**src/rtl/grant_lock4.sv**
```systemverilog
// grant_lock4: locks the one-hot grant of an upstream lowest-set-bit arbiter
// for a whole tenure, counts accepted beats and flags inconsistent requests.
// The tenure ends on a final beat (LAST) or when the owner withdraws its
// request. Each tenure is followed by one idle GAP cycle.
// Optional feature: define GRANT_LOCK4_TIMEOUT_EN to force a release once a
// tenure has accepted MAX_BEATS beats.
module grant_lock4 #(
  parameter int unsigned MAX_BEATS = 16
) (
  input  logic       CLK,
  input  logic       RESET,
  input  logic [3:0] I,
  input  logic [3:0] GNT,
  input  logic       LAST,
  input  logic       READY,
  output logic [3:0] O,
  output logic       VALID,
  output logic [1:0] IDX,
  output logic [7:0] BEATS,
  output logic       ERR
);

  typedef enum logic [1:0] {
    IDLE = 2'd0,
    OWN  = 2'd1,
    GAP  = 2'd2
  } state_t;

  // MAX_BEATS must fit the 8-bit beat counter and be at least one beat.
  if (MAX_BEATS < 1 || MAX_BEATS > 255) begin : gen_bad_max_beats
    $error("grant_lock4: MAX_BEATS must be in 1..255");
  end

  state_t     state_q, state_d;
  logic [3:0] o_q, o_d;
  logic [1:0] idx_q, idx_d;
  logic       valid_q, valid_d;
  logic [7:0] beats_q, beats_d;
  logic       err_q, err_d;

  logic       gntOneHot;
  logic       protoErr;
  logic [1:0] gntIdx;
  logic [7:0] beatsInc;
  logic       timeoutHit;

  assign gntOneHot = (GNT != 4'd0) && ((GNT & (GNT - 4'd1)) == 4'd0);
  assign protoErr  = ((I != 4'd0) && !gntOneHot) || ((I == 4'd0) && (GNT != 4'd0));
  assign beatsInc  = (beats_q == 8'hFF) ? beats_q : beats_q + 8'd1;

`ifdef GRANT_LOCK4_TIMEOUT_EN
  localparam logic [7:0] MaxBeats = 8'(MAX_BEATS);
  assign timeoutHit = (beatsInc == MaxBeats);
`else
  assign timeoutHit = 1'b0;
`endif

  // Binary index of the incoming one-hot grant.
  always_comb begin
    gntIdx = 2'd0;
    case (GNT)
      4'b0010: gntIdx = 2'd1;
      4'b0100: gntIdx = 2'd2;
      4'b1000: gntIdx = 2'd3;
      default: gntIdx = 2'd0;
    endcase
  end

  // Next-state and registered-output logic for the tenure FSM.
  always_comb begin
    state_d = state_q;
    o_d     = o_q;
    idx_d   = idx_q;
    valid_d = valid_q;
    beats_d = beats_q;
    err_d   = err_q;
    case (state_q)
      IDLE: begin
        o_d     = 4'd0;
        idx_d   = 2'd0;
        valid_d = 1'b0;
        beats_d = 8'd0;
        if (protoErr) begin
          err_d = 1'b1;
        end else if (GNT != 4'd0) begin
          o_d     = GNT;
          idx_d   = gntIdx;
          valid_d = 1'b1;
          state_d = OWN;
        end
      end
      OWN: begin
        if (!I[idx_q]) begin
          state_d = GAP;
          o_d     = 4'd0;
          idx_d   = 2'd0;
          valid_d = 1'b0;
        end else if (READY) begin
          beats_d = beatsInc;
          if (LAST || timeoutHit) begin
            state_d = GAP;
            o_d     = 4'd0;
            idx_d   = 2'd0;
            valid_d = 1'b0;
          end
        end
      end
      GAP: begin
        state_d = IDLE;
        beats_d = 8'd0;
      end
      default: begin
        state_d = IDLE;
        o_d     = 4'd0;
        idx_d   = 2'd0;
        valid_d = 1'b0;
        beats_d = 8'd0;
      end
    endcase
  end

  // State and output registers with synchronous reset.
  always_ff @(posedge CLK) begin
    if (RESET) begin
      state_q <= IDLE;
      o_q     <= 4'd0;
      idx_q   <= 2'd0;
      valid_q <= 1'b0;
      beats_q <= 8'd0;
      err_q   <= 1'b0;
    end else begin
      state_q <= state_d;
      o_q     <= o_d;
      idx_q   <= idx_d;
      valid_q <= valid_d;
      beats_q <= beats_d;
      err_q   <= err_d;
    end
  end

  assign O     = o_q;
  assign IDX   = idx_q;
  assign VALID = valid_q;
  assign BEATS = beats_q;
  assign ERR   = err_q;

endmodule

```
**config.mk**
```make
export PLATFORM = sky130hd
export DESIGN_NAME = grant_lock4
export DESIGN_NICKNAME = d
export VERILOG_FILES = /design/src/rtl/grant_lock4.sv
export SDC_FILE = /design/constraint.sdc
export NUM_CORES = 1
export LEC_CHECK = 0
export ABC_AREA = 1
export CAP_MARGIN = 10
export CORE_MARGIN = 10
export CORE_UTILIZATION = 32
export DETAILED_ROUTE_END_ITERATION = 7
export PLACE_DENSITY = 0.67
export SLEW_MARGIN = 20
export SYNTH_ARGS = -nofsm -noshare
export SYNTH_HDL_FRONTEND = slang
export SYNTH_SLANG_ARGS = --single-unit
```
**constraint.sdc**
```tcl
create_clock -name CLK -period 1.8 [get_ports CLK]
set_clock_uncertainty 0.05 [all_clocks]
set_input_delay 0.18 -clock CLK [delete_from_list [all_inputs] [get_ports CLK]]
set_output_delay 0.18 -clock CLK [all_outputs]
set_load 0.01 [all_outputs]
```
* Yosys cells after proc, flatten, opt, wreduce, memory -nomap -nowiden
Index checks and enable logic that the tools add are counted.
Widths: inputs -> output; s select.
** Cells by class
- Magnitude comparators :: 1
- Bitwise operators :: 4
- Eq/ne operators :: 10
- Multiplexer cells :: 27
- $add $sub $neg :: 2
- Reduce and logical (&&, ||, !) cells :: 15
** Operators with widths (count)
- $mux 2 :: 10
- $mux 4 :: 5
- $pmux 2 s3 :: 2
- $pmux 4 s3 :: 1
- $add 8x1->8 const B :: 1
- $eq 8x8->1 const B :: 1
- $logic_not 4->1 :: 2
- $reduce_bool 4->1 :: 2
- $mux 1 :: 6
- $ne 3x3->1 const B :: 2
- $reduce_and 3->1 :: 2
- $and 4x4->4 :: 1
- $eq 4x2->1 const B :: 1
- $eq 4x3->1 const B :: 1
- $eq 4x4->1 const B :: 1
- $ne 2x2->1 const B :: 2
- $pmux 2 s2 :: 1
- $reduce_and 4->1 :: 1
- $sub 4x1->4 const B :: 1
- $logic_and 1x1->1 :: 3
- $lt 2x3->1 const B :: 1
- $not 1->1 :: 3
- $pmux 1 s3 :: 1
- $bmux 1 s2 :: 1
- 7 further kinds :: 7
** Word-level totals
- Register bits after elaboration :: 18
- Output and inout bits :: 16
- Bits of input ports :: 12
- Logic and storage cells :: 65

* Longest topological paths before layout
- Depth after elaboration :: 9
- Gate-level depth with buffers :: 9
- Mapped depth without buffers :: 9

* Worst setup path before layout
OpenSTA, ideal clock, no wires.
- Path type :: register to register
- Start :: register beats_q[0] (netlist: BEATS[0])
- End :: register beats_q[5] (netlist: BEATS[5])
- Cell stages (with the launch flop) :: 10
- Clock period less this slack :: 1.371 ns
- Data arrival time :: 1.251 ns
- Setup slack :: 0.429 ns
- Data required time :: 1.680 ns
- Library setup time :: 0.070 ns
- Cells stage by stage :: dfxtp_1 > ha_1 > nand2_1 > nor2_4 > nand2_2 > nand2_4 > inv_4 > nand2_8 > nand2_1 > a21oi_1
** On the way
- Cells in the longest elaborated chain, start to end :: 3
- Elaborated cells between the ends (all ways) :: 4
- Those cells by class :: add/sub: 1; eq/ne: 1; bitwise: 1; reduce/logical: 1
** Ends and longest elaborated chain
- start, declared :: line 38 : logic [7:0] beats_q, beats_d;
- start signal, assigned :: line 136 : beats_q <= beats_d;
- branches (longest 3 deep; another with $add 8x1->8)
Parallel ways; which one is timed is not known.
A chain may end at the register's enable or synchronous reset.

* Worst setup path after layout
- Start :: register beats_q[5] (netlist: BEATS[5])
- End :: output port BEATS[5]
** RTL lines
- end, declared :: line 19 : output logic [7:0] BEATS,
No word-level cell between the ends.

==> metrics <==
outcome=finished, final reports clean; Post-Syn Area=~1000 µm²; asr flop ratio synth=0%; CTS Buf Count=3; H-tree depth=1; Hold EP=ERR; area delta synth->final=34.8%; share of cells above drive strength 1=9.64%; post-place setup slack=slightly below 0.3 ns; post-route cell area=around 1400 µm²; Max clock buf depth=2; min-delay src=ERR; setup TNS=0 ns; CP max stage cell=clkdlybuf4s50_1; die area=5970 µm²; Rel. slew slack=~64%; Std-Cell Rows=20; VDD IR max=between 0.3 and 0.4 mV; WP buf/inv=1; area leader, netlist=dfxtp_1; max-cap violations=0; RSZ-0062 raised after global routing=false; Post-synth EDFFs=0; largest net degree at the start of global routing=11; Clock Pin Slew Worst Setup and Hold Paths=approximately 0.11 ns; gp weighted congestion=roughly 0.78; minimum clock period=1.56 ns; Worst Path Max Fanout=7; Die Width=around 77 µm; wire per inst=a little over 10 µm; Worst setup SP type=flop; CP peak stage delay=around 0.58 ns; hold path depth=2; synth warn=0; ant diodes=0; total grt overflow=0; hold bufs inserted after CTS=0; f_max=between 0.6 and 0.7 GHz; Clock Latency Late Sink=just under 0.3 ns; Min-Delay Path Class=flop to flop; Leakage=0.614 nW; top post-synthesis cells by area=dfxtp_1 (34%), nand2_1 (21%), inv_1 (7.9%); Slew Limit Fails=0; GRT Total Usage=under 10%; number of global-route vias before repair=~950; Boundary Pins=28; cell count after placement=237; Tcrit/Tclk final=between 80 and 90%; count leader, synth=nand2_1; die height=just under 80 µm; CP arrival=around 1.3 ns; Power, Total=approximately 830 µW; Pre-antenna DRT Iters=4; CTS sink count=18; Via Count=around 1000; Mapped Cells=~170; post-synth top area share=approximately 34%; IO Port Bufs=27; first-pass GRT wire length=4380 µm; path type of the worst setup path=flop to primary output; setup bufs post-CTS=0; detailed-route DRC error count=0; post-CTS sizing=0; initial antenna violation count=0; sequence of cells on the critical path=clkdlybuf4s50_1; Setup crit end kind=primary output; final core utilization=45.6%; Cell Area, Placed=around 1400 µm²; Non-Filler Instances=around 240; DRT iter0 DRCs=48; Yosys reg bits=18; Top Family by Delay on Critical Path=buffers and inverters; actual slew at the worst max-slew pin=between 0.5 and 0.6 ns; Netlist cell types=21; Final setup viols=0; post-synthesis sequential area ratio=34.3%; root buffer cell=clkbuf_4; Post-synth top cells=nand2_1 (58), inv_1 (22), dfxtp_1 (18); Hold WS=between 0.4 and 0.5 ns; Net Count, Synth=179; ANT nets after route=0; post-route setup slack=0.243 ns; r2r endpoint=BEATS[3]; Top FF cell, synth=dfxtp_1; flop2flop setup slack=approximately 0.32 ns; Crit Reg-Reg Startpoint=BEATS[0]; Syn Area/Cell=approximately 6.3 µm²; Vias/cell=approximately 4.3; Power Dens Cells=just under 600 nW/µm²; DP HPWL=a little under 2000 µm; Routed WL=roughly 2500 µm; Critical Path RT=approximately 1.6 ns; CTS tree=done; Fin. Hold Viols=0; Reg2Reg Depth=9; Initial Util=roughly a third; Core ar.=approximately 3100 µm²; Final #Nets=211
## cells by family (layout without fill, tap and decap cells)
kind of cell    after synthesis  in the layout  synth area share (%)
compound gates               16             16                  7.63
xor+xnor                      3              3                  2.50
fa+ha+maj                     1              1                  1.19
buf+inv                      27             58                  9.89
flops                        18             18                  34.3
simple gates                101            101                  44.5
## worst register-to-register path, stage by stage, from the launching register on
cell and delay [ns]:
dfxtp_1 0.44, ha_1 0.24, nand2_1 0.12, nor2_4 0.13, nand2_2 0.08, nand2_4 0.08, inv_4 0.05, nand2_8 0.07
nand2_1 0.06, a21oi_1 0.12
## routing by layer
layer | routed length, µm | global-route usage [%] | vias to the layer above
met5 | 0 | 0 | -
met4 | 34 | 3.83 | 0
met3 | 95 | 2.56 | 2
met2 | 1160 | 14.0 | 10
met1 | 1170 | 10.1 | 443
li1 | - | - | 581
## registers in the layout (all words and copies together), names as in the netlist
| name | count |
|---|---|
| BEATS | 8 |
| ERR | 1 |
| IDX | 2 |
| O | 4 |
| VALID | 1 |
| state_q | 2 |
## worst max path at each step
stage / end / start / depth (start not counted)
after floorplan: BEATS[5] / BEATS[0] / 9
after global placement: O[3] / I[1] / 8
after detailed placement: O[3] / I[1] / 8
after CTS: BEATS[5] / BEATS[5] / 1
after global routing: BEATS[5] / BEATS[5] / 1
final: BEATS[5] / BEATS[5] / 1
## cell type report
cell class | instances | area (µm²)
multi-input cells | 121 | 586
flip-flops and latches | 18 | 360
fillers | 331 | 1690
well taps | 44 | 55.1
repair buffers | 28 | 278
clock buffers | 4 | 36.3
inverters | 26 | 100
## power by group
group          switching, mW  leakage [nW]  internal (mW)
clock                  0.131        0.0210          0.123
combinational         0.0857         0.447         0.0678
sequential           0.00776         0.146          0.411
total                  0.224         0.614          0.602
## cell usage in the layout, fill, tap and decap left out
cell type	netlist	layout
xor2_1	2	2
nor2_2	1	1
xnor2_1	1	1
nand2_1	58	58
clkbuf_8	0	1
dfxtp_1	18	18
nand3_1	8	8
clkdlybuf4s50_1	0	27
or2_2	1	1
nand2_2	4	4
clkbuf_4	0	3
inv_2	3	3
nor2_4	2	2
a21oi_1	15	15
nand2_4	1	1
inv_1	22	22
nand3b_1	1	1
nand4_1	8	8
o21ai_1	1	1
inv_4	1	1
ha_1	1	1
buf_4	0	1
nor2_1	16	16
nand2_8	1	1
Power figures use the tool's default switching activity.
